==> config.mk <==
export PLATFORM = sky130hd
export DESIGN_NAME = fetch_stage
export DESIGN_NICKNAME = d
export VERILOG_FILES = /design/src/rtl/core_pkg.sv /design/src/rtl/if_id_reg.sv /design/src/rtl/fetch_stage.sv
export SDC_FILE = /design/constraint.sdc
export NUM_CORES = 1
export LEC_CHECK = 0
export BUFFER_PORTS_ARGS = -buffer_cell sky130_fd_sc_hd__buf_4
export CAP_MARGIN = 20
export CORE_ASPECT_RATIO = 1.75
export CORE_MARGIN = 2
export CORE_UTILIZATION = 45
export DETAILED_ROUTE_END_ITERATION = 10
export PLACE_DENSITY = 0.82
export SETUP_SLACK_MARGIN = 0.2
export SYNTH_ARGS = -nofsm -noshare
export SYNTH_HDL_FRONTEND = slang
export SYNTH_HIERARCHICAL = 1
export SYNTH_SLANG_ARGS = --single-unit
==> constraint.sdc <==
create_clock -name clk -period 2.5 [get_ports clk]
set_input_delay 0.125 -clock clk [delete_from_list [all_inputs] [get_ports clk]]
set_output_delay 0.125 -clock clk [all_outputs]
set_load 0.02 [all_outputs]
==> src/rtl/core_pkg.sv <==
// Shared definitions for the RV32I core: instruction constants, the fetch
// halt-FSM state type and the IF/ID pipeline record consumed by decode.
package core_pkg;

   localparam int CORE_XLEN = 32;

   localparam logic [31:0] NOP_INSTR    = 32'h0000_0013;
   localparam logic [31:0] ECALL_INSTR  = 32'h0000_0073;
   localparam logic [31:0] EBREAK_INSTR = 32'h0010_0073;

   typedef enum logic [1:0] {
      RUN   = 2'd0,
      DRAIN = 2'd1,
      HALT  = 2'd2
   } fetch_state_t;

   typedef struct packed {
      logic                 valid;
      logic [CORE_XLEN-1:0] pc;
      logic [31:0]          instr;
   } if_id_t;

   // True for the two environment-call words that stop the core.
   function automatic logic is_halt_instr(input logic [31:0] instr);
      return (instr == ECALL_INSTR) || (instr == EBREAK_INSTR);
   endfunction

endpackage

==> src/rtl/if_id_reg.sv <==
// IF/ID pipeline register. Bubble has priority over load; with neither
// asserted the register holds (stall). Reset leaves a bubble.
module if_id_reg
   import core_pkg::*;
(
   input  logic                 clk,
   input  logic                 rst,
   input  logic                 load,
   input  logic                 bubble,
   input  logic [CORE_XLEN-1:0] d_pc,
   input  logic [31:0]          d_instr,
   output logic                 q_valid,
   output logic [CORE_XLEN-1:0] q_pc,
   output logic [31:0]          q_instr
);

   localparam if_id_t BUBBLE = '{valid: 1'b0, pc: '0, instr: NOP_INSTR};

   if_id_t ifid_reg;

   // Load, squash or hold the IF/ID record.
   always_ff @(posedge clk) begin
      if (rst || bubble) begin
         ifid_reg <= BUBBLE;
      end else if (load) begin
         ifid_reg <= '{valid: 1'b1, pc: d_pc, instr: d_instr};
      end
   end

   assign q_valid = ifid_reg.valid;
   assign q_pc    = ifid_reg.pc;
   assign q_instr = ifid_reg.instr;

endmodule

==> src/rtl/fetch_stage.sv <==
// Instruction-fetch stage: PC register, IF/ID register control and the
// RUN/DRAIN/HALT FSM that drains the pipeline after ECALL/EBREAK.
// Optional build macro FETCH_PERF_CNT_EN adds saturating counters for
// fetched instructions, stall-hold cycles and redirect edges.
// The IF/ID record is sized by CORE_XLEN, so XLEN is expected to match it.
module fetch_stage
   import core_pkg::*;
#(
   parameter int                 XLEN         = CORE_XLEN,
   parameter logic [XLEN-1:0]    RESET_PC     = '0,
   parameter int                 DRAIN_CYCLES = 4
) (
   input  logic            clk,
   input  logic            rst,
   input  logic            stall_i,
   input  logic            redirect_valid_i,
   input  logic [XLEN-1:0] redirect_pc_i,
   output logic [XLEN-1:0] imem_addr_o,
   input  logic [31:0]     imem_rdata_i,
   output logic            if_id_valid_o,
   output logic [XLEN-1:0] if_id_pc_o,
   output logic [31:0]     if_id_instr_o,
   output logic [XLEN-1:0] PC_out,
   output logic            halted_o
`ifdef FETCH_PERF_CNT_EN
   ,
   output logic [31:0]     perf_fetched_o,
   output logic [31:0]     perf_stall_o,
   output logic [31:0]     perf_flush_o
`endif
);

   localparam int CNT_W = (DRAIN_CYCLES > 1) ? $clog2(DRAIN_CYCLES) : 1;
   localparam logic [CNT_W-1:0] CNT_LAST = CNT_W'(DRAIN_CYCLES - 1);

   fetch_state_t     state_reg, state_next;
   logic [XLEN-1:0]  pc_reg, pc_next;
   logic [CNT_W-1:0] cnt_reg, cnt_next;
   logic             halted_reg;
   logic             ifid_load, ifid_bubble;
   logic [XLEN-1:0]  redirect_target;

   // Instructions are word aligned; the low target bits are discarded.
   assign redirect_target = {redirect_pc_i[XLEN-1:2], 2'b00};

   logic unused_redirect_lsbs;
   assign unused_redirect_lsbs = ^redirect_pc_i[1:0];

   // Next-state, next-PC and IF/ID control; redirect beats stall.
   always_comb begin
      state_next  = state_reg;
      pc_next     = pc_reg;
      cnt_next    = cnt_reg;
      ifid_load   = 1'b0;
      ifid_bubble = 1'b0;
      case (state_reg)
         RUN: begin
            if (redirect_valid_i) begin
               pc_next     = redirect_target;
               ifid_bubble = 1'b1;
            end else if (!stall_i) begin
               ifid_load = 1'b1;
               if (is_halt_instr(imem_rdata_i)) begin
                  // Park the PC on the ECALL so nothing past it is fetched.
                  state_next = DRAIN;
                  cnt_next   = '0;
               end else begin
                  pc_next = pc_reg + XLEN'(4);
               end
            end
         end
         DRAIN: begin
            if (redirect_valid_i) begin
               // The ECALL was on the wrong path; resume fetching.
               state_next  = RUN;
               cnt_next    = '0;
               pc_next     = redirect_target;
               ifid_bubble = 1'b1;
            end else if (!stall_i) begin
               ifid_bubble = 1'b1;
               if (cnt_reg == CNT_LAST) begin
                  state_next = HALT;
               end else begin
                  cnt_next = cnt_reg + 1'b1;
               end
            end
         end
         HALT: begin
            ifid_bubble = 1'b1;
         end
         default: begin
            state_next = RUN;
         end
      endcase
   end

   // PC, FSM state, drain counter and the registered halt flag.
   always_ff @(posedge clk) begin
      if (rst) begin
         state_reg  <= RUN;
         pc_reg     <= RESET_PC;
         cnt_reg    <= '0;
         halted_reg <= 1'b0;
      end else begin
         state_reg  <= state_next;
         pc_reg     <= pc_next;
         cnt_reg    <= cnt_next;
         halted_reg <= (state_next == HALT);
      end
   end

   if_id_reg u_if_id_reg (
      .clk     (clk),
      .rst     (rst),
      .load    (ifid_load),
      .bubble  (ifid_bubble),
      .d_pc    (pc_reg),
      .d_instr (imem_rdata_i),
      .q_valid (if_id_valid_o),
      .q_pc    (if_id_pc_o),
      .q_instr (if_id_instr_o)
   );

   assign imem_addr_o = pc_reg;
   assign PC_out      = pc_reg;
   assign halted_o    = halted_reg;

`ifdef FETCH_PERF_CNT_EN
   // Event 0: valid IF/ID load, 1: stall-hold cycle, 2: redirect edge.
   logic [2:0] perf_evt;
   assign perf_evt[0] = ifid_load;
   assign perf_evt[1] = stall_i & ~redirect_valid_i;
   assign perf_evt[2] = redirect_valid_i;

   genvar gi;
   generate
      for (gi = 0; gi < 3; gi++) begin : g_perf
         logic [31:0] cnt_reg;
         // Saturating event counter, frozen once the core has halted.
         always_ff @(posedge clk) begin
            if (rst) begin
               cnt_reg <= '0;
            end else if ((state_reg != HALT) && perf_evt[gi] && (cnt_reg != '1)) begin
               cnt_reg <= cnt_reg + 32'd1;
            end
         end
      end
   endgenerate

   assign perf_fetched_o = g_perf[0].cnt_reg;
   assign perf_stall_o   = g_perf[1].cnt_reg;
   assign perf_flush_o   = g_perf[2].cnt_reg;
`endif

endmodule

Word level (Yosys, flattened, before mapping). Cells that the tools add are included.

Output and inout bits: 130. Flip-flop bits (word level): 102. Word-level logic and storage cells: 54.

Equality and inequality tests: 14. Mux-type cells: 25. Reductions and logical operators: 6. Add/subtract/negate cells: 2.

Operators by type and width (number): 32-bit 2-to-1 mux (4); 32-bit one-hot mux with 2 select lines (1); 32-bit by 3-bit adder with 32-bit output (second input constant) (1); 32-bit by 21-bit == test with 1-bit output (second input constant) (1); 32-bit by 7-bit == test with 1-bit output (second input constant) (1); 2-bit 2-to-1 mux (12); 3-bit != test (second input constant) (4); 2-bit != test (second input constant) (4); 2-bit == test (second input constant) (3); 2-bit one-hot mux with 3 select lines (1); 6-bit AND reduction (1); 1-bit 2-to-1 mux (5); 2-bit one-hot mux with 2 select lines (1); 4-bit AND reduction (1); 1-bit one-hot mux with 3 select lines (1); 2-bit by 1-bit adder with 2-bit output (second input constant) (1); 2-bit by 1-bit == test with 1-bit output (second input constant) (1); 2-bit logical NOT (1); 1-bit logical OR (2); 2-bit nonzero test (1).

Logic depth before layout (Yosys ltp).
Depth in word-level cells: 7. Gate-level depth with buffers: 8. Gate-level depth less buffers: 7.

Cells and area by module. The synthesis kept the hierarchy.

Modules (own cells, without submodules): fetch_stage (times used 1, cells an instance 339, area each 2568.7 µm²); if_id_reg (times used 1, cells an instance 211, area each 2336.0 µm²).

Worst setup path after synthesis. Ideal clock, no wire load.

Path type: flip-flop to flip-flop. From: register pc_reg[9] (netlist: PC_out[9]). To: register pc_reg[27] (netlist: PC_out[27]). Data arrival time: 2.020 ns. Slack: 0.398 ns. Data required time: 2.419 ns. Cell stages (with the launch flop): 7. Cells stage by stage: dfxtp_1 -> nand4_1 -> nor4_1 -> nand2_1 -> o21ai_0 -> a21oi_1 -> a211oi_2.

Word-level cells in the longest chain between the ends: 5.

Ends and longest elaborated chain: start: declaration (RTL line fetch_stage.sv:37) `logic [XLEN-1:0] pc_reg, pc_next;`; start signal: assignment (RTL line fetch_stage.sv:106) `pc_reg <= pc_next;`; 32-bit by 3-bit adder with 32-bit output (RTL line fetch_stage.sv:68) `pc_next = pc_reg + XLEN'(4);`; 32-bit 2-to-1 mux (RTL line fetch_stage.sv:63) `if (is_halt_instr(imem_rdata_i)) begin`; 32-bit 2-to-1 mux (RTL line fetch_stage.sv:61) `end else if (!stall_i) begin`; 32-bit 2-to-1 mux (RTL line fetch_stage.sv:58) `if (redirect_valid_i) begin`; 32-bit one-hot mux with 2 select lines (RTL line fetch_stage.sv:56) `case (state_reg)`.

Every way passes these cells. The select of a mux whose other input is x is not followed. A chain may end at the register's enable or synchronous reset.

Worst setup path in the final report.
From: register pc_reg[9] (netlist: PC_out[9]). To: register pc_reg[23] (netlist: PC_out[23]).

Same word-level chain as after synthesis.

==> flow_metrics.env <==
export IMPL_yosysTopAreaCellShare=0.4082
export IMPL_r2r_start="PC_out[9]"
export IMPL_synth_distinct_cells=47
export IMPL_wl_um=13310
export IMPL_nets=771
export IMPL_grt_pass1_vias=4416
export IMPL_fmax_mhz=458.8
export IMPL_finalMaxSlewViolations=0
export IMPL_gp_congestion=0.8373
export IMPL_netlist_area_um2=4905
export IMPL_drc=0
export IMPL_crit_fanout=9
export IMPL_firstDrtPassIters=5
export IMPL_core_um2=10640
export IMPL_finalNonFillerCells=836
export IMPL_comb_power_share=0.166
export IMPL_setup_viol=0
export IMPL_worstSkewPairLatency_ns=0.34
export IMPL_rsz0062_at_grt="true"
export IMPL_vias=4606
export IMPL_die_h_um=142.1
export IMPL_antenna_found_initial=0
export IMPL_yosys_warnings=6
export IMPL_clockBufferDepth=2
export IMPL_worstSetupPathType="reg -> reg"
export IMPL_synth_fa_ha_area_frac=0.005102
export IMPL_cts_buffers=9
export IMPL_seqCellArea_um2=2002
export IMPL_antenna_cells=0
export IMPL_max_slew_margin=0.6366
export IMPL_antenna_left=0
export IMPL_p_switching_uw=1030
export IMPL_hold_violations=0
export IMPL_power_leakage_uw=0.002702
export IMPL_synth_area_per_cell_um2=8.918
export IMPL_powerDensity_nw_per_um2=579.9
export IMPL_min_path_type="in -> reg"
export IMPL_ys_ff_latch=100
export IMPL_yosys_area_share_simple=0.1895
export IMPL_synth_top_cell_by_area="dfxtp_1"
export IMPL_synth_common_cells="dfxtp_1, nor2_1, mux2i_1, a21oi_1, buf_4"
export IMPL_worst_pin_slew_ns=0.5451
export IMPL_synth_most_common_cell="dfxtp_1"
export IMPL_ys_seq_area_frac=0.4082
export IMPL_postCtsSetupRepairBufs=0
export IMPL_cts_root_buf="clkbuf_16"
export IMPL_initial_utilization=0.4612
export IMPL_period_share=0.8718
export IMPL_clk_pin_slew_worst_paths_ns=0.07
export IMPL_synth_area_leaders="dfxtp_1, mux2i_1, nor2_1"
export IMPL_ff2ff_path_depth=6
export IMPL_cp_arrival_ns=2.38
export IMPL_internal_power_uw=2714
export IMPL_viasPerCell=5.510
export IMPL_grt_ovfl_total=0
export IMPL_grt_pass1_wl_um=21150
export IMPL_endpoint_kind="register"
export IMPL_fin_crit_ns=2.180
export IMPL_critPathRequiredTime_ns=2.70
export IMPL_synth_compound_area_share=0.1543
export IMPL_synth_edff_count=0
export IMPL_clock_sinks=100
export IMPL_wl_per_cell_um=15.92
export IMPL_grt_max_degree=56
export IMPL_synthMuxAreaShare=0.1347
export IMPL_hold_path_endpoint="u_if_id_reg/q_instr[4]"
export IMPL_drive_gt1_frac=0.3527
export IMPL_ir_drop_mv=0.4734
export IMPL_drv_cap=0
export IMPL_fp_row_count=50
export IMPL_die_area_um2=11780
export IMPL_cts_tree="yes"
export IMPL_seqPwrFrac=0.460
export IMPL_dp_cells=819
export IMPL_synth_top_family_by_area="simple AND/OR/NAND/NOR gates"
export IMPL_dp_hpwl_um=10020
export IMPL_multi_input_area_um2=2430
export IMPL_cp_start_kind="register"
export IMPL_fill_cells=944
export IMPL_io_buffers=191
export IMPL_run_status="completed"
export IMPL_min_from="imem_rdata_i[4]"
export IMPL_p_clk_frac=0.374
export IMPL_async_flop_share=0
export IMPL_rr_endpoint="PC_out[23]"
export IMPL_synthCells=550
export IMPL_clock_skew_ns=0.006178
export IMPL_p_sw_frac=0.2751
export IMPL_drt_iter0_markers=301
export IMPL_synthXorXnorAreaFrac=0
export IMPL_finalSetupTns_ns=0
export IMPL_r2r_slack_ns=0.32
export IMPL_io_pins=198
export IMPL_grt_total_usage=0.2165
export IMPL_htreeDepth=3
export IMPL_synth_main_ff_cell="dfxtp_1"
export IMPL_syn_to_final_growth_pct=31.61
export IMPL_die_x_um=82.92
export IMPL_whs_path_depth=3
## through the flow
step	utilization	total power, uW	hold WS [ns]	setup slack [ns]	cell area [um^2]
6_report	0.6069	3743	0.02925	0.3204	6455
3_5_place_dp	0.5764	2381	0.3567	0.08061	6130
5_1_grt	0.6069	3883	0.02676	0.1627	6455
4_1_cts	0.6054	3778	0.01120	0.2509	6439
2_1_floorplan	-	2160	0.2340	0.3985	4923
3_3_place_gp	0.5764	2359	0.3515	0.1347	6130
## cell type report
class / count / area share
clock buffer: 9 / 0.03489
clock inverter: 7 / 0.01144
inverter: 4 / 0.002326
multi-input combinational: 382 / 0.3764
sequential: 100 / 0.3101
tap: 130 / 0.02520
timing repair buffer: 204 / 0.2396
## how the worst max path moves through the flow
stage / start / slack (ns) / end
after floorplan: PC_out[9] / 0.40 / PC_out[27]
after CTS: PC_out[9] / 0.25 / PC_out[31]
after detailed placement: imem_rdata_i[9] / 0.08 / PC_out[11]
after global routing: PC_out[9] / 0.16 / PC_out[23]
final: PC_out[9] / 0.32 / PC_out[23]
after global placement: imem_rdata_i[9] / 0.13 / PC_out[19]
## kinds of logic after synthesis
logic type / count (synthesis)
other: 1
AND/OR/NAND/NOR: 195
AO/OA/AOI/OAI: 113
buffers and inverters: 73
flip-flops: 100
multiplexers: 66
adder cells (fa/ha/maj): 2
## worst max-delay path: stages (launching register included)
cell	delay, ns
dfxtp_1	0.51
nand4_1	0.29
or3_1	0.50
o31ai_1	0.43
o21ai_0	0.16
nor2_1	0.11
nor3_1	0.05
## placed cells by master, fill, tap and decap left out, types with 10 or more instances in the layout
master	Yosys	layout
a211oi_2	10	10
mux2i_1	66	66
a21oi_1	43	42
buf_4	39	202
nand2b_1	11	11
o21ai_0	26	26
nor2_1	84	82
nand3_1	19	19
nand2_1	34	34
nor3_1	12	11
dfxtp_1	100	100
## metal layers
layer / GRT usage / vias up / wire length (um)
met3: 0.04582 / 34 / 852
met5: 0 / - / 0
met2: 0.4121 / 199 / 7413
met4: 0.09232 / 0 / 357
li1: - / 2219 / -
met1: 0.2265 / 2154 / 4684
## power by group through the flow
stage          combinational, uW  sequential, uW  clock (uW)
6_report                     622            1720        1400
4_1_cts                      625            1720        1430
2_1_floorplan                356            1800           0
3_5_place_dp                 623            1760           0
5_1_grt                      666            1730        1490
3_3_place_gp                 607            1750           0
## timing repair
item	4_1_cts	5_1_grt
endpoints found under the setup margin	0	10
gates resized for setup	0	4
hold buffers	1	0
hold endpoints to repair	1	0
Power figures use the tool's default switching activity.
